===== src/rtl/alu_arbiter_pkg.sv =====
// alu_arbiter_pkg: ALU opcode encoding shared by the arbiter and the ALU.
//  ALU_SEL_W       opcode width
//  alu_sel_e       ALU_* opcodes
//  alu_sel_legal() true for any defined ALU_* code
//  alu_sel_shift() true for SLL/SRL/SRA (op2 is masked to a shift amount)
package alu_arbiter_pkg;

  localparam int ALU_SEL_W = 5;
  localparam int NUM_REQ   = 2;

  // Codes are contiguous from ALU_NONE to ALU_LUI, so legality is a single compare.
  typedef enum logic [ALU_SEL_W-1:0] {
    ALU_NONE = 5'd0,
    ALU_ADD  = 5'd1,
    ALU_SLL  = 5'd2,
    ALU_SLT  = 5'd3,
    ALU_SLTU = 5'd4,
    ALU_XOR  = 5'd5,
    ALU_SRL  = 5'd6,
    ALU_SRA  = 5'd7,
    ALU_OR   = 5'd8,
    ALU_AND  = 5'd9,
    ALU_LUI  = 5'd10
  } alu_sel_e;

  function automatic logic alu_sel_legal(input logic [ALU_SEL_W-1:0] sel);
    return sel <= ALU_LUI;
  endfunction

  function automatic logic alu_sel_shift(input logic [ALU_SEL_W-1:0] sel);
    return (sel == ALU_SLL) || (sel == ALU_SRL) || (sel == ALU_SRA);
  endfunction

endpackage


===== src/rtl/alu_arbiter_if.sv =====
// alu_arbiter_if: one requester's request + response channel.
//  req_valid/req_ready  request handshake, req_op1/req_op2/req_sel operation
//  rsp_valid/rsp_ready  response handshake, rsp_data result, rsp_err illegal opcode
//  master: requester/consumer side; slave: arbiter side.
interface alu_arbiter_if #(
  parameter int XLEN  = 32,
  parameter int SEL_W = 5
);
  logic             req_valid;
  logic             req_ready;
  logic [XLEN-1:0]  req_op1;
  logic [XLEN-1:0]  req_op2;
  logic [SEL_W-1:0] req_sel;
  logic             rsp_valid;
  logic             rsp_ready;
  logic [XLEN-1:0]  rsp_data;
  logic             rsp_err;

  modport master (
    output req_valid, req_op1, req_op2, req_sel, rsp_ready,
    input  req_ready, rsp_valid, rsp_data, rsp_err
  );

  modport slave (
    input  req_valid, req_op1, req_op2, req_sel, rsp_ready,
    output req_ready, rsp_valid, rsp_data, rsp_err
  );
endinterface


===== src/rtl/alu_arbiter_alu.sv =====
// alu_arbiter_alu: combinational ALU.
//  op1, op2  operands
//  sel       ALU_* opcode (ALU_NONE and undefined codes give 0)
//  res       result; shifts use the low log2(XLEN) bits of op2, LUI is op1 << 12
module alu_arbiter_alu
  import alu_arbiter_pkg::*;
#(
  parameter int XLEN = 32
) (
  input  logic [XLEN-1:0]      op1,
  input  logic [XLEN-1:0]      op2,
  input  logic [ALU_SEL_W-1:0] sel,
  output logic [XLEN-1:0]      res
);
  localparam int SHW = $clog2(XLEN);

  logic [SHW-1:0] sh;
  assign sh = op2[SHW-1:0];

  always_comb begin
    res = '0;
    case (sel)
      ALU_ADD:  res = op1 + op2;
      ALU_SLL:  res = op1 << sh;
      ALU_SLT:  res = XLEN'($signed(op1) < $signed(op2));
      ALU_SLTU: res = XLEN'(op1 < op2);
      ALU_XOR:  res = op1 ^ op2;
      ALU_SRL:  res = op1 >> sh;
      ALU_SRA:  res = $signed(op1) >>> sh;
      ALU_OR:   res = op1 | op2;
      ALU_AND:  res = op1 & op2;
      ALU_LUI:  res = op1 << 12;
      default:  res = '0;
    endcase
  end
endmodule


===== src/rtl/alu_arbiter.sv =====
// alu_arbiter: two requesters share one ALU through a round-robin grant.
//  clk, rst_n  clock, async active-low reset
//  req0_if     execute-stage channel (slave)
//  req1_if     address/aux channel (slave)
// A requester is eligible when it is valid and its response slot is empty or
// draining this cycle; the winner drives the ALU and its slot captures at the
// next edge. Illegal opcodes are accepted, produce 0 and flag rsp_err.
module alu_arbiter
  import alu_arbiter_pkg::*;
#(
  parameter int XLEN  = 32,
  parameter int SEL_W = ALU_SEL_W
) (
  input  logic        clk,
  input  logic        rst_n,
  alu_arbiter_if.slave req0_if,
  alu_arbiter_if.slave req1_if
);
  logic [NUM_REQ-1:0]            req_valid, rsp_ready, elig, grant, legal;
  logic [NUM_REQ-1:0]            rsp_valid, rsp_err;
  logic [NUM_REQ-1:0][XLEN-1:0]  req_op1, req_op2, rsp_data;
  logic [NUM_REQ-1:0][SEL_W-1:0] req_sel;
  logic                          last_grant;
  logic                          win;
  logic [XLEN-1:0]               alu_op1, alu_op2, alu_res;
  logic [ALU_SEL_W-1:0]          alu_sel;

  // Flatten the two channels into per-requester arrays.
  assign req_valid = {req1_if.req_valid, req0_if.req_valid};
  assign rsp_ready = {req1_if.rsp_ready, req0_if.rsp_ready};
  assign req_op1   = {req1_if.req_op1,   req0_if.req_op1};
  assign req_op2   = {req1_if.req_op2,   req0_if.req_op2};
  assign req_sel   = {req1_if.req_sel,   req0_if.req_sel};

  assign req0_if.req_ready = grant[0];
  assign req0_if.rsp_valid = rsp_valid[0];
  assign req0_if.rsp_data  = rsp_data[0];
  assign req0_if.rsp_err   = rsp_err[0];
  assign req1_if.req_ready = grant[1];
  assign req1_if.rsp_valid = rsp_valid[1];
  assign req1_if.rsp_data  = rsp_data[1];
  assign req1_if.rsp_err   = rsp_err[1];

  // Contested cycle goes to the requester that did not win last.
  assign grant[0] = elig[0] && (!elig[1] ||  last_grant);
  assign grant[1] = elig[1] && (!elig[0] || !last_grant);
  assign win      = grant[1];

  // Idle and illegal cycles drive ALU_NONE with zero operands.
  always_comb begin
    alu_sel = ALU_NONE;
    alu_op1 = '0;
    alu_op2 = '0;
    if ((|grant) && legal[win]) begin
      alu_sel = req_sel[win];
      alu_op1 = req_op1[win];
      alu_op2 = alu_sel_shift(req_sel[win]) ? {{(XLEN-5){1'b0}}, req_op2[win][4:0]}
                                            : req_op2[win];
    end
  end

  alu_arbiter_alu #(.XLEN(XLEN)) u_alu (
    .op1 (alu_op1),
    .op2 (alu_op2),
    .sel (alu_sel),
    .res (alu_res)
  );

  always_ff @(posedge clk or negedge rst_n) begin
    if (!rst_n)       last_grant <= 1'b1;
    else if (|grant)  last_grant <= win;
  end

  for (genvar i = 0; i < NUM_REQ; i++) begin : g_slot
    assign elig[i]  = req_valid[i] && (!rsp_valid[i] || rsp_ready[i]);
    assign legal[i] = alu_sel_legal(req_sel[i]);

    // Capture wins over drain, so a draining slot can refill in the same cycle.
    always_ff @(posedge clk or negedge rst_n) begin
      if (!rst_n) begin
        rsp_valid[i] <= 1'b0;
        rsp_data[i]  <= '0;
        rsp_err[i]   <= 1'b0;
      end else if (grant[i]) begin
        rsp_valid[i] <= 1'b1;
        rsp_data[i]  <= alu_res;
        rsp_err[i]   <= !legal[i];
      end else if (rsp_ready[i]) begin
        rsp_valid[i] <= 1'b0;
      end
    end
  end
endmodule


===== src/flat_wrapper.sv =====
// flat-port wrapper written by rule: the top's interface ports become plain ports
module alu_arbiter_flat import alu_arbiter_pkg::*;
#(
  parameter int XLEN  = 32,
  parameter int SEL_W = ALU_SEL_W
)
  (clk, rst_n, req0_if_req_valid, req0_if_req_op1, req0_if_req_op2, req0_if_req_sel, req0_if_rsp_ready, req0_if_req_ready, req0_if_rsp_valid, req0_if_rsp_data, req0_if_rsp_err, req1_if_req_valid, req1_if_req_op1, req1_if_req_op2, req1_if_req_sel, req1_if_rsp_ready, req1_if_req_ready, req1_if_rsp_valid, req1_if_rsp_data, req1_if_rsp_err);
  alu_arbiter_if #(.XLEN(XLEN), .SEL_W(SEL_W)) req0_if_i ();
  alu_arbiter_if #(.XLEN(XLEN), .SEL_W(SEL_W)) req1_if_i ();
  input  logic clk;
  input  logic rst_n;
  input wire logic [$bits(req0_if_i.req_valid)-1:0] req0_if_req_valid;
  input wire logic [$bits(req0_if_i.req_op1)-1:0] req0_if_req_op1;
  input wire logic [$bits(req0_if_i.req_op2)-1:0] req0_if_req_op2;
  input wire logic [$bits(req0_if_i.req_sel)-1:0] req0_if_req_sel;
  input wire logic [$bits(req0_if_i.rsp_ready)-1:0] req0_if_rsp_ready;
  output wire logic [$bits(req0_if_i.req_ready)-1:0] req0_if_req_ready;
  output wire logic [$bits(req0_if_i.rsp_valid)-1:0] req0_if_rsp_valid;
  output wire logic [$bits(req0_if_i.rsp_data)-1:0] req0_if_rsp_data;
  output wire logic [$bits(req0_if_i.rsp_err)-1:0] req0_if_rsp_err;
  input wire logic [$bits(req1_if_i.req_valid)-1:0] req1_if_req_valid;
  input wire logic [$bits(req1_if_i.req_op1)-1:0] req1_if_req_op1;
  input wire logic [$bits(req1_if_i.req_op2)-1:0] req1_if_req_op2;
  input wire logic [$bits(req1_if_i.req_sel)-1:0] req1_if_req_sel;
  input wire logic [$bits(req1_if_i.rsp_ready)-1:0] req1_if_rsp_ready;
  output wire logic [$bits(req1_if_i.req_ready)-1:0] req1_if_req_ready;
  output wire logic [$bits(req1_if_i.rsp_valid)-1:0] req1_if_rsp_valid;
  output wire logic [$bits(req1_if_i.rsp_data)-1:0] req1_if_rsp_data;
  output wire logic [$bits(req1_if_i.rsp_err)-1:0] req1_if_rsp_err;
  assign req0_if_i.req_valid = req0_if_req_valid;
  assign req0_if_i.req_op1 = req0_if_req_op1;
  assign req0_if_i.req_op2 = req0_if_req_op2;
  assign req0_if_i.req_sel = req0_if_req_sel;
  assign req0_if_i.rsp_ready = req0_if_rsp_ready;
  assign req0_if_req_ready = req0_if_i.req_ready;
  assign req0_if_rsp_valid = req0_if_i.rsp_valid;
  assign req0_if_rsp_data = req0_if_i.rsp_data;
  assign req0_if_rsp_err = req0_if_i.rsp_err;
  assign req1_if_i.req_valid = req1_if_req_valid;
  assign req1_if_i.req_op1 = req1_if_req_op1;
  assign req1_if_i.req_op2 = req1_if_req_op2;
  assign req1_if_i.req_sel = req1_if_req_sel;
  assign req1_if_i.rsp_ready = req1_if_rsp_ready;
  assign req1_if_req_ready = req1_if_i.req_ready;
  assign req1_if_rsp_valid = req1_if_i.rsp_valid;
  assign req1_if_rsp_data = req1_if_i.rsp_data;
  assign req1_if_rsp_err = req1_if_i.rsp_err;
  alu_arbiter #(.XLEN(XLEN), .SEL_W(SEL_W)) u_core (.clk(clk), .rst_n(rst_n), .req0_if(req0_if_i), .req1_if(req1_if_i));
endmodule

===== config.mk =====
export PLATFORM = sky130hd
export DESIGN_NAME = alu_arbiter_flat
export DESIGN_NICKNAME = d
export VERILOG_FILES = /design/src/rtl/alu_arbiter_pkg.sv /design/src/rtl/alu_arbiter_if.sv /design/src/rtl/alu_arbiter_alu.sv /design/src/rtl/alu_arbiter.sv /design/src/flat_wrapper.sv
export SDC_FILE = /design/constraint.sdc
export NUM_CORES = 1
export LEC_CHECK = 0
export CAP_MARGIN = 10
export CELL_PAD_IN_SITES_DETAIL_PLACEMENT = 0
export CELL_PAD_IN_SITES_GLOBAL_PLACEMENT = 2
export CORE_MARGIN = 10
export CORE_UTILIZATION = 30
export DETAILED_ROUTE_END_ITERATION = 16
export GPL_TIMING_DRIVEN = 0
export HOLD_SLACK_MARGIN = 0.15
export PLACE_DENSITY = 0.91
export SLEW_MARGIN = 20
export SYNTH_ARGS = -nofsm -noshare
export SYNTH_HDL_FRONTEND = slang
export SYNTH_SLANG_ARGS = --single-unit
export TNS_END_PERCENT = 20

===== constraint.sdc =====
create_clock -name clk -period 12.6 [get_ports clk]
set_clock_uncertainty 0.15 [all_clocks]
set_input_delay 1.89 -clock clk [delete_from_list [all_inputs] [get_ports clk]]
set_output_delay 1.89 -clock clk [all_outputs]
set_load 0.05 [all_outputs]

After elaboration in Yosys (flattened, before gate mapping):

Index checks and enable logic that the tools add are counted.
Widths: inputs -> output; s select.

* register bits: 69
* word-level logic and storage cells: 70
* output and inout bits: 70
* input port bits: 144

* $add $sub $neg: 1
* shift operators: 3
* reductions and logical operators: 21
* $lt $le $gt $ge: 5
* bitwise gates (word level): 3
* multiplexer cells: 17
* equality and inequality tests: 13

Operators by type and width (count)
* $pmux 32 s10: 1
* $mux 32: 7
* $lt 32x32->1: 2
* $add 32x32->32: 1
* $and 32x32->32: 1
* $or 32x32->32: 1
* $shl 32x5->32: 1
* $shr 32x5->32: 1
* $sshr 32x5->32: 1
* $xor 32x32->32: 1
* $eq 5x3->1 const B: 6
* $eq 5x2->1 const B: 3
* $eq 5x4->1 const B: 3
* $mux 5: 3
* $le 5x4->1 const B: 2
* $logic_not 1->1: 7
* $logic_or 1x1->1: 6
* $mux 1: 6
* $eq 5x1->1 const B: 1
* $logic_and 1x1->1: 5
* $reduce_bool 2->1: 2
* $lt 1x2->1 const B: 1
* $reduce_or 2->1: 1

Longest topological paths before layout:

Gate-level depths: netlist (run 1).

* depth after elaboration: 15
* depth in mapped cells: 20
* gate-level depth less buffers: 17

Modules after synthesis:

Synthesis (run 1) repeated with hierarchy kept, for this count alone.

* cells, all modules: 1526
* area, all modules: 11279.6 um2

By module, submodules not included
* alu_arbiter_alu: area an instance 7519.7 um2, cells an instance 1091, sequential area each 0.0 um2, times used 1
* alu_arbiter: area an instance 3759.9 um2, cells an instance 435, sequential area each 1727.9 um2, times used 1

Worst setup path before layout (run 1):

Ideal clock, no wire load.

* path type: in2reg
* start: input req0_if_rsp_ready
* end: register u_core.rsp_data, in the netlist u_core.req0_if.rsp_data[30]
* path buffers: 5
* data required time: 12316 ps
* library setup time: 134 ps
* stages: 19
* arrival: 6550 ps
* setup slack: 5766 ps
* cell sequence: nand2b_4 a311o_1 buf_4 buf_2 buf_4 o2111a_1 a311oi_2 clkbuf_1 nand2b_1 ha_1 clkbuf_1 a21oi_1 o21ai_0 a2111oi_1 a21oi_1 o31ai_1 mux2_2 nor4_1 o21ai_0

* longest elaborated chain between the ends: 14
* elaborated cells on any way between the ends: 43
* classes of those cells: add/sub (1); eq/ne (13); shift (3); mux (13); bitwise (3); reduce/logical (10)

Ends and longest elaborated chain
* start: declaration: RTL line flat_wrapper.sv:16 `input wire logic [$bits(req0_if_i.rsp_ready)-1:0] req0_if_rsp_ready;`
* $logic_or 1x1->1 (*): RTL line alu_arbiter.sv:75 `assign elig[i] = req_valid[i] && (!rsp_valid[i] || rsp_ready[i]);`
* $logic_and 1x1->1 (*): RTL line alu_arbiter.sv:75
* $logic_not 1->1: RTL line alu_arbiter.sv:46 `assign grant[1] = elig[1] && (!elig[0] || !last_grant);`
* $logic_or 1x1->1: RTL line alu_arbiter.sv:46
* $logic_and 1x1->1: RTL line alu_arbiter.sv:46
* $mux 5 (implied by the code) (2 in a row): RTL line alu_arbiter.sv:55, alu_arbiter.sv:57
* $eq 5x2->1 or $eq 5x3->1 (tied branches): RTL line alu_arbiter_pkg.sv:31 `return (sel == ALU_SLL) || (sel == ALU_SRL) || (sel == ALU_SRA);`
* $logic_or 1x1->1 (2 in a row): RTL line alu_arbiter_pkg.sv:31
* $mux 32: RTL line alu_arbiter.sv:57 `alu_op2 = alu_sel_shift(req_sel[win]) ? {{(XLEN-5){1'b0}}, req_op2[win][4:0]}`
* $mux 32: RTL line alu_arbiter.sv:54 `if ((|grant) && legal[win]) begin`
* $add 32x32->32 (tied with other cells): RTL line alu_arbiter_alu.sv:23 `ALU_ADD: res = op1 + op2;`
* $pmux 32 s10: RTL line alu_arbiter_alu.sv:22 `case (sel)`
* end signal: indexed assignment: RTL line alu_arbiter.sv:86 `rsp_data[i] <= alu_res;`
* end: declaration: RTL line alu_arbiter.sv:21 `logic [NUM_REQ-1:0][XLEN-1:0] req_op1, req_op2, rsp_data;`

Mark *: on every way between the ends. The rest lies on a longest branch, timed or not. The select of a mux whose other input is x is not followed.
A chain may end at the register's enable or synchronous reset.

Worst setup path in the final report (run 1):

* start: input req0_if_rsp_ready
* end: register u_core.rsp_data, in the netlist u_core.req1_if.rsp_data[30]

The elaborated chain is that of the path after synthesis.

==> key figures, run 1 <==
Setup path
  – CP Capture Type: flip-flop
  – Crit-path slowest cell: nor4_1
  – Slowest Stage Delay on Critical Path: between 0.9 and 1 ns
  – Startpoint Class: input pin
  – Worst Path Arrival: ~9.4 ns
  – Crit-path cells: clkdlybuf4s50_1 > nand2b_4 > a311o_1 > buf_4 > buf_2 > buf_4 > o2111a_1 > a311oi_2 > clkbuf_1 > nand2b_1 > ha_1 > clkbuf_1 > a21oi_1 > o21ai_0 > a2111oi_1 > a21oi_1 > o31ai_1 > mux2_2 > nor4_1 > o21ai_0
  – Crit path kind: input pin to flip-flop
  – Crit path max fanout: 10
  – Cell family with most CP delay: compound AO/OA/AOI/OAI gates
  – Worst Path Buf+Inv: 6
  – CP required: 12.63 ns

Yosys
  – Largest family of logic cells by synthesized area: compound AO/OA/AOI/OAI gates
  – Synth Area in Adders: under 10%
  – Most instantiated cells after synthesis: a21oi_1 (190), nand2_1 (164), o21ai_0 (149), mux2i_1 (138), nor2_1 (124)
  – EDFF count, synth: 0
  – Synthesized Nets: roughly 2.1k
  – Post-synthesis compound-gate area fraction: approximately a third
  – Synth Area per Inst: 7.11 sq um
  – Ys Warns: 0
  – Ys async rst share: 100%
  – Synth top area cells: dfrtp_1 (13%), mux2i_1 (10%), ha_1 (9.1%)
  – Top-count cell post-synth: a21oi_1
  – Post-synth top area cell: dfrtp_1
  – Ys flop type: dfrtp_1
  – Simple-gate area share of the yosys netlist: 22.9%
  – XOR/XNOR Fraction of Synth Area: under 10%
  – Cells after synthesis: ~1.9k
  – Top cell type's share of synthesized area: about an eighth
  – Post-synthesis mux area share: 13.6%
  – Seq/Total Area, Yosys: between 10% and 20%
  – Yosys reg bits: 69
  – Post-synth cell types: 96
  – Mapped Area: 0.0133 sq mm

Finish
  – Final nets: about 2.3k
  – Multi-input gate area: 0.0105 sq mm
  – Register area: 0.00173 sq mm
  – Area Overhead vs Synth: 23.8%
  – Layout cell share with drive strength beyond 1: between 8 and 9%
  – Fin util: around 37%
  – Fill cells: between 4k and 5k
  – Non-Filler Instances: approximately 2.7k

Timing
  – Slew at the pin closest to its max-slew limit: 1.26 ns
  – Final hold slack: ~0.33 ns
  – Fin crit period: approximately 9.4 ns
  – Fin. max-slew vios: 0
  – Final setup vio count: 0
  – Final Cycle Share: around 74%
  – Max Fclk: roughly 110 MHz
  – Hold Vio Cnt, Final: 0
  – Max_slew headroom: between 10% and 20%
  – Setup TNS: 0 ns
  – RSZ-0062 raised after global routing: no

CTS
  – Hold buffer count at CTS: 0
  – Clk buf depth: 2
  – H-tree Lvls: 3
  – Clk sinks: between 60 and 70
  – Clk Latency, worst-skew pair: between 0.3 and 0.4 ns
  – Clock Pin Slew Worst Setup and Hold Paths: roughly 0.060 ns
  – # Post-CTS Setup Buffers: 0
  – Cts repair resizes: 0
  – Root Driver: clkbuf_16
  – TritonCTS Buffers: 9
  – CTS tree: yes

Global route
  – Initial antenna violation count: 4
  – Global-route wire length before repair: approximately 130,000 um
  – Total GRT Usage: between 30% and 40%
  – Vias in the first global route: ~17k
  – Pin count of the biggest net entering global routing: 39
  – Grt ovf: 0

Outcome
  – Status: finished, final reports clean

Placement
  – # port buffers: approximately 210
  – Cells after DPL: around 2.7k
  – Placer Congestion: slightly above 1
  – Detail Placement HPWL: about 80,000 um

Detailed routing
  – Final Routed Wirelength: 96,100 um
  – Starting DRC count in detailed routing: 2,213
  – DRT Pass-1 Iters: 6
  – DR DRC count: 0
  – Detail-routed via count per cell: about 6.4
  – Routed wire per std cell: 35.7 um
  – Routed Antenna Nets: 0
  – Vias: about 17k

Die
  – Initial core utilization: around 30%
  – Die height: ~230 um
  – Die Footprint: ~0.053 sq mm
  – Site Rows: just under 80
  – Core area: about 0.044 sq mm
  – Die Width: ~230 um
  – IO Pins: between 200 and 250

Flow run
  – Max Cap Violations: 0

Hold path
  – HP Class: flip-flop to flip-flop

Power
  – Leakage: 6.79 nW
  – PwrDens: slightly above 90 mW/mm^2
  – Maximum VDD drop: about 67 uV
==> metrics by stage <==
step | worst slack [ns] | area, sq um | total power [mW]
after global placement | 3.01 | 16100 | 1.26
after floorplan | 5.77 | 13300 | 0.811
after CTS | 3.31 | 16400 | 1.50
final | 3.23 | 16400 | 1.53
after detailed placement | 2.98 | 16100 | 1.25
after global routing | 2.94 | 16400 | 1.58
==> final cells by class <==
type / instances / area share (%)
Multi-Input combinational cell: 1559 / 64.0
Timing Repair Buffer: 211 / 12.9
Sequential cell: 69 / 10.5
Tap cell: 592 / 4.51
Buffer: 150 / 4.22
Inverter: 90 / 2.07
Clock buffer: 11 / 1.54
Clock inverter: 5 / 0.213
Antenna cell: 4 / 0.0609
==> where the power goes <==
| group | switching, mW | leakage [nW] | internal [mW] |
|---|---|---|---|
| combinational | 0.730 | 5.72 | 0.300 |
| clock | 0.0955 | 0.142 | 0.144 |
| sequential | 0.0141 | 0.932 | 0.245 |
==> routing by layer <==
layer | share of wire [%] | vias to the layer above | global-route usage [%]
li1 | - | 7423 | -
met1 | 42 | 8616 | 45.5
met2 | 44 | 1069 | 54.5
met3 | 9.6 | 182 | 7.84
met4 | 4.2 | 2 | 13.4
met5 | 0.012 | - | 0
==> registers in the layout, summed over array words and instances, names as in the netlist <==
register	count
u_core.last_grant	1
u_core.req1_if.rsp_valid	1
u_core.req1_if.rsp_err	1
u_core.req1_if.rsp_data	32
u_core.req0_if.rsp_err	1
u_core.req0_if.rsp_valid	1
u_core.req0_if.rsp_data	32
==> final timing paths <==
kind                       cells after the start  slack [ns]                        from                           to
hold / removal                                 2        0.33  u_core.req0_if.rsp_data[0]   u_core.req0_if.rsp_data[0]
setup reg to reg                              18        4.85           u_core.last_grant  u_core.req1_if.rsp_data[30]
min in group asynchronous                      1        1.37                       rst_n   u_core.req1_if.rsp_data[4]
hold reg to reg                                2        0.33  u_core.req0_if.rsp_data[0]   u_core.req0_if.rsp_data[0]
setup / recovery                              20        3.23           req0_if_rsp_ready  u_core.req1_if.rsp_data[30]
max in group asynchronous                      2       10.38                       rst_n  u_core.req1_if.rsp_data[28]
==> layout by cell type (no fill, tap or decap), types with 8 or more instances in the layout <==
master | synthesis | routed
nand2_1 | 164 | 164
a21o_1 | 8 | 8
mux2_2 | 31 | 31
o2111ai_1 | 17 | 17
mux2i_1 | 138 | 138
nor3_1 | 46 | 46
a21oi_1 | 190 | 190
clkdlybuf4s50_1 | 0 | 207
nand3_1 | 79 | 79
nand4_1 | 19 | 19
clkbuf_16 | 0 | 9
inv_1 | 82 | 82
dfrtp_1 | 68 | 68
or3_1 | 8 | 8
buf_2 | 47 | 47
o221ai_1 | 21 | 21
a221oi_1 | 24 | 24
a31oi_1 | 21 | 21
o31ai_1 | 11 | 11
o21ai_0 | 149 | 148
xor2_1 | 9 | 9
o22ai_1 | 20 | 20
and3_1 | 19 | 19
o211ai_1 | 35 | 35
buf_1 | 8 | 8
nor2b_1 | 46 | 46
xnor2_1 | 10 | 10
buf_4 | 11 | 14
a22oi_1 | 19 | 19
or2_2 | 20 | 20
nand2b_1 | 37 | 37
a211oi_1 | 34 | 34
clkbuf_1 | 80 | 80
nor4_1 | 18 | 18
nor2_1 | 124 | 124
o21ai_1 | 12 | 13
a2111oi_0 | 9 | 9
ha_1 | 97 | 97
==> kinds of logic after synthesis <==
logic type | Yosys count
buffers and inverters | 240
flip-flops | 69
adder cells (fa/ha/maj) | 98
multiplexers | 174
XOR/XNOR | 19
AO/OA/AOI/OAI | 656
AND/OR/NAND/NOR | 612
==> worst register-to-register path: stages (launching register included) <==
cell	delay, ns
dfstp_2	0.58
a311o_1	0.32
buf_2	0.44
buf_4	0.34
buf_2	0.37
buf_2	0.55
buf_1	0.62
mux2i_1	0.15
nand2b_1	0.21
ha_1	0.33
clkbuf_1	0.18
a21oi_1	0.33
o21ai_0	0.21
a2111oi_1	0.75
a21oi_1	0.20
o31ai_1	0.37
mux2_2	0.42
nor4_1	0.91
o21ai_0	0.16
(Power assumes the default switching activity.)
==> run 2, diff against run 1 <==
Settings changed: CORE_UTILIZATION 30 to 28, PLACE_DENSITY 0.91 to 0.89.
Clock period 12.6 ns to 7.85 ns, I/O delays scaled along.
==> key figures, run 2 (same netlist as run 1, synthesis figures left out) <==
Global route
  – Global-route wire length before repair: 135,000 um
  – Vias in the first global route: about 17k
  – Grt ovf: 0
  – Initial antenna violation count: 4
  – Total GRT Usage: between 30% and 40%
  – Pin count of the biggest net entering global routing: between 50 and 60

Timing
  – Final setup vio count: 2
  – Fin. max-slew vios: 0
  – Slew at the pin closest to its max-slew limit: 1.21 ns
  – Hold Vio Cnt, Final: 0
  – Final worst slack: -0.0466 ns
  – Fin crit period: about 7.9 ns
  – Setup TNS: -0.0919 ns
  – Max Fclk: ~130 MHz
  – Final Cycle Share: 101%
  – RSZ-0062 raised after global routing: no
  – Max_slew headroom: between 10% and 20%

Setup path
  – Cell count along the critical path: 18
  – Cell family with most CP delay: compound AO/OA/AOI/OAI gates
  – Worst Path Buf+Inv: 6
  – Critical path origin: req1_if_req_valid
  – CP Capture Type: flip-flop
  – Crit-path cells: clkdlybuf4s50_1 > inv_2 > o311ai_4 > inv_2 > a22oi_1 > buf_4 > buf_2 > clkbuf_2 > nor2_1 > ha_1 > or4b_2 > a31o_2 > a21oi_1 > o21ai_2 > o21ai_0 > xor2_1 > a2111oi_2 > a31oi_1
  – CP dominant cell by count: inv_2
  – Worst Path Arrival: 7.94 ns
  – RR Endpoint: u_core.req1_if.rsp_data[25]
  – Crit-path slowest cell: a2111oi_2
  – Slowest Stage Delay on Critical Path: 0.74 ns
  – CP required: approximately 8 ns
  – Crit path kind: input pin to flip-flop
  – Crit path max fanout: 10
  – Reg2reg start: u_core.req1_if.rsp_valid
  – End of the critical path: u_core.req1_if.rsp_data[25]
  – FF-to-FF path depth: 17
  – Startpoint Class: input pin
  – R2R Setup Slk: about 0.86 ns

Power
  – Comb power frac: around 66%
  – Leakage: about 7 nW
  – Clock power frac: between 15 and 20%
  – Internal: about 1.2 mW
  – PwrDens: 153 mW/mm^2
  – Sequential share of power: between 10% and 20%
  – Sw Pwr: 1.36 mW
  – Maximum VDD drop: slightly above 90 uV
  – Switch share: 54.0%

Die
  – Die Footprint: 0.0565 sq mm
  – Die Width: 238 um
  – Core area: roughly 0.047 sq mm
  – IO Pins: between 200 and 250
  – Die height: 238 um
  – Site Rows: 79
  – Initial core utilization: about 28%

Finish
  – Layout cell share with drive strength beyond 1: under 10%
  – Final nets: around 2.3k
  – Fill cells: 5,095
  – Top flop regs: u_core.req0_if.rsp_data: 32 flops, u_core.req1_if.rsp_data: 32 flops
  – Area Overhead vs Synth: 24.8%
  – Commonest non-fill, non-tap cell in the layout: clkdlybuf4s50_1
  – Most frequent cells in the layout: clkdlybuf4s50_1 (207), a21oi_1 (190), nand2_1 (164), o21ai_0 (147), mux2i_1 (138)

CTS
  – Hold buffer count at CTS: 0
  – CTS tree: yes
  – TritonCTS Buffers: 9
  – Clk buf depth: 2
  – Root Driver: clkbuf_16
  – Clock Pin Slew Worst Setup and Hold Paths: around 0.05 ns
  – Clk sinks: about 70
  – # Post-CTS Setup Buffers: 0
  – H-tree Lvls: 3
  – Clk Latency, worst-skew pair: 0.34 ns

Detailed routing
  – Vias: around 18k
  – Routed Antenna Nets: 0
  – Met1 wire length: 41,300 um
  – Routed wire per std cell: about 36 um
  – DRT Pass-1 Iters: 6
  – Met2 wire len: 43,500 um
  – Met3 wire length: just under 9000 um
  – Top sig layer: met4
  – DR DRC count: 0
  – Starting DRC count in detailed routing: between 2k and 3k
  – Final Routed Wirelength: between 90,000 and 100,000 um
  – Detail-routed via count per cell: between 6 and 7

Flow run
  – Max Cap Violations: 0

Outcome
  – Status: finished with violations
  – Failing checks: setup timing

Placement
  – Pre-CTS WS: -1.16 ns
  – # port buffers: about 210
  – Placer Congestion: around 1.1
  – Detail Placement HPWL: between 80,000 and 90,000 um

Hold path
  – HP Class: flip-flop to flip-flop
run 2: cell types whose count changed in the layout (fill, tap and decap cells not counted), moves of 3 or more:
cell | before | now
nor4_1 | 18 | 15
a2111oi_1 | 4 | 1
clkbuf_2 | 0 | 4
clkbuf_1 | 80 | 76
a2111oi_2 | 1 | 4
run 2: final cells by class:
class / count / area, sq um / area share, %
buffer: 150 / 702 / 4.24
timing repair buffer: 211 / 2120 / 12.8
antenna: 4 / 10.0 / 0.0604
clock buffer: 10 / 239 / 1.44
tap: 607 / 759 / 4.58
sequential: 69 / 1730 / 10.4
multi-input combinational: 1559 / 10600 / 63.9
inverter: 90 / 340 / 2.05
clock inverter: 6 / 86.3 / 0.521
run 2: worst min path at each step:
stage | start | cells after the start | slack [ns] | to
after global placement | u_core.req1_if.rsp_data[31] | 2 | 0.32 | u_core.req1_if.rsp_data[31]
after detailed placement | u_core.req0_if.rsp_data[15] | 2 | 0.32 | u_core.req0_if.rsp_data[15]
after floorplan | u_core.last_grant | 2 | 0.38 | u_core.last_grant
after CTS | u_core.req0_if.rsp_data[15] | 2 | 0.33 | u_core.req0_if.rsp_data[15]
after global routing | u_core.req1_if.rsp_data[13] | 2 | 0.36 | u_core.req1_if.rsp_data[13]
final | u_core.req0_if.rsp_data[15] | 2 | 0.33 | u_core.req0_if.rsp_data[15]
run 2: metal layers:
layer,global-route usage (%),vias up
met5,0,-
met4,12.9,0
met2,52.6,1108
met1,43.8,8752
li1,-,7436
met3,5.95,204
run 2: metrics by stage:
| stage | utilization (%) | area, sq um | total power, mW | std cells | hold WS, ns |
|---|---|---|---|---|---|
| final | 35.4 | 16600 | 2.53 | 2706 | 0.328 |
| after CTS | 35.4 | 16500 | 2.48 | 2702 | 0.332 |
| after detailed placement | 34.6 | 16200 | 2.02 | 2686 | 0.320 |
| after global placement | 34.5 | 16100 | 2.03 | 2683 | 0.315 |
| after floorplan | - | 13300 | 1.30 | 1868 | 0.378 |
| after global routing | 35.4 | 16600 | 2.60 | 2702 | 0.357 |
run 2: tightest hold or removal path, delay by kind of cell (launching register included):
family | cells | cell delay, ns
AO/OA/AOI/OAI | 1 | 0.06
flip-flops | 1 | 0.34
AND/OR/NAND/NOR | 1 | 0.04
run 2: power by group through the flow:
stage	Sequential [mW]	Clock [mW]	Combinational, mW
floorplan	0.543	0	0.758
global placement	0.421	0	1.60
detailed placement	0.424	0	1.60
CTS	0.417	0.450	1.61
global route	0.422	0.467	1.71
finish	0.417	0.443	1.67
run 2: repair_timing:
| item | in CTS | in global routing |
|---|---|---|
| endpoints found under the setup margin | 20 | 12 |
| pin swaps | 0 | 1 |
| gates cloned | 0 | 0 |
| resized for setup | 13 | 3 |
==> run 3, diff against run 2 <==
Settings changed: GPL_TIMING_DRIVEN 0 to 1.
==> key figures, run 3 (same netlist as run 1, synthesis figures left out) <==
Finish
  – Layout cell share with drive strength beyond 1: 8.26%
  – Commonest non-fill, non-tap cell in the layout: clkdlybuf4s50_1
  – Final nets: between 2k and 2.5k
  – Area Overhead vs Synth: 21.9%
  – Non-Filler Instances: between 2k and 3k
  – Top flop regs: u_core.req0_if.rsp_data: 32 flops, u_core.req1_if.rsp_data: 32 flops
  – Most frequent cells in the layout: clkdlybuf4s50_1 (210), a21oi_1 (190), nand2_1 (164), o21ai_0 (149), mux2i_1 (136)
  – Final Cell Area: 0.0162 sq mm
  – Fin util: about a third

Power
  – PwrDens: approximately 140 mW/mm^2
  – Maximum VDD drop: between 100 and 150 uV
  – Leakage: between 6 and 7 nW
  – Total power: approximately 2.3 mW

CTS
  – Root Driver: clkbuf_16
  – Hold buffer count at CTS: 0
  – CTS tree: yes
  – Clk sinks: between 60 and 70
  – TritonCTS Buffers: 9
  – Clk Latency, worst-skew pair: 0.33 ns
  – Clk buf depth: 2
  – H-tree Lvls: 3
  – # Post-CTS Setup Buffers: 0
  – Clock Pin Slew Worst Setup and Hold Paths: ~0.060 ns
  – Cts repair resizes: 0

Setup path
  – Crit path kind: input pin to flip-flop
  – Slowest Stage Delay on Critical Path: about 0.7 ns
  – Startpoint Class: input pin
  – Worst Path Arrival: between 7 and 8 ns
  – Cell family with most CP delay: compound AO/OA/AOI/OAI gates
  – Crit-path cells: clkdlybuf4s50_1 > a211oi_1 > or2_1 > a22oi_2 > buf_4 > a21oi_1 > ha_1 > a21oi_1 > or4b_2 > a31o_2 > a21oi_1 > o21ai_1 > o21ai_0 > xor2_1 > a2111oi_1 > buf_4 > a31oi_1
  – CP Capture Type: flip-flop
  – Worst Path Buf+Inv: 3
  – CP required: between 7 and 8 ns
  – Crit-path slowest cell: or4b_2
  – Crit path max fanout: 31
  – CP dominant cell by count: a21oi_1

Detailed routing
  – Final Routed Wirelength: approximately 82,000 um
  – Detail-routed via count per cell: 6.32
  – Starting DRC count in detailed routing: 2,403
  – Routed wire per std cell: roughly 31 um
  – Routed Antenna Nets: 0
  – DR DRC count: 0
  – Vias: 16.5k
  – DRT Pass-1 Iters: 9

Global route
  – Grt ovf: 0
  – Pin count of the biggest net entering global routing: 75
  – Global-route wire length before repair: ~120,000 um
  – Vias in the first global route: roughly 16k
  – Total GRT Usage: 27.5%
  – Initial antenna violation count: 4

Timing
  – Final Cycle Share: 90.0%
  – Max_slew headroom: 21.1%
  – Setup TNS: 0 ns
  – Hold Vio Cnt, Final: 0
  – Fin. max-slew vios: 0
  – Final setup vio count: 0
  – Max Fclk: 141 MHz
  – Final worst slack: approximately 0.8 ns
  – Slew at the pin closest to its max-slew limit: 1.17 ns
  – Final hold slack: approximately 0.33 ns
  – RSZ-0062 raised after global routing: no
  – Fin crit period: between 7 and 8 ns

Placement
  – Post-place instance area: roughly 0.016 sq mm
  – Placer Congestion: between 1 and 1.5
  – # port buffers: between 200 and 250
  – Pre-CTS WS: about 0.7 ns
  – Detail Placement HPWL: between 60,000 and 70,000 um
  – Cells after DPL: about 2.6k

Die
  – Die height: ~240 um
  – Core area: roughly 0.047 sq mm
  – Die Footprint: approximately 0.057 sq mm
  – Site Rows: between 70 and 80
  – Initial core utilization: between 20 and 30%
  – IO Pins: 214
  – Die Width: roughly 240 um

Hold path
  – HP Class: flip-flop to flip-flop

Outcome
  – Status: finished, final reports clean

Flow run
  – Max Cap Violations: 0
## run 3: cell types whose count changed in the layout (fill, tap and decap cells not counted), moves of 3 or more
cell,delta
clkdlybuf4s50_1,+3
buf_6,-4
buf_1,-7
inv_6,+3
a2111oi_2,-3
clkbuf_2,-4
buf_2,-44
a2111oi_1,+3
clkbuf_1,-76
buf_4,+36
diode_2,-3
nor4_1,+3
## run 3: layer usage
layer  part of all wire (%)  global-route usage, %
met5                  0.013                      0
met4                    4.9                   11.9
met3                    8.7                   4.17
met2                     46                   45.4
met1                     40                   34.9
## run 3: worst min-delay path, cell delays in order, from the launching register on
cell	delay [ns]
dfrtp_1	0.34
nand2_1	0.05
o21ai_0	0.06
## run 3: layout make-up
cell class	count	area, sq um
Tap cell	607	759
Sequential cell	69	1730
Antenna cell	1	2.50
Multi-Input combinational cell	1559	10600
Clock buffer	9	225
Clock inverter	7	62.6
Timing Repair Buffer	264	2510
Fill cell	5017	30600
Inverter	90	340
## run 3: power breakdown
| group | switching (mW) | internal, mW | total, mW |
|---|---|---|---|
| combinational | 1.06 | 0.477 | 1.53 |
| sequential | 0.0231 | 0.393 | 0.416 |
| clock | 0.168 | 0.220 | 0.388 |
| total | 1.25 | 1.09 | 2.34 |
## run 3: path summary, 6_finish.rpt
check	endpoint	depth (start not counted)	startpoint	slack, ns
setup / recovery	u_core.req1_if.rsp_data[25]	17	req1_if_req_sel[1]	0.78
hold / removal	u_core.req1_if.rsp_data[0]	2	u_core.req1_if.rsp_data[0]	0.33
setup reg to reg	u_core.req1_if.rsp_data[25]	17	u_core.req1_if.rsp_valid	1.71
hold reg to reg	u_core.req1_if.rsp_data[0]	2	u_core.req1_if.rsp_data[0]	0.33
max in group asynchronous	u_core.req0_if.rsp_data[24]	2	rst_n	6.09
min in group asynchronous	u_core.req1_if.rsp_data[11]	2	rst_n	0.90
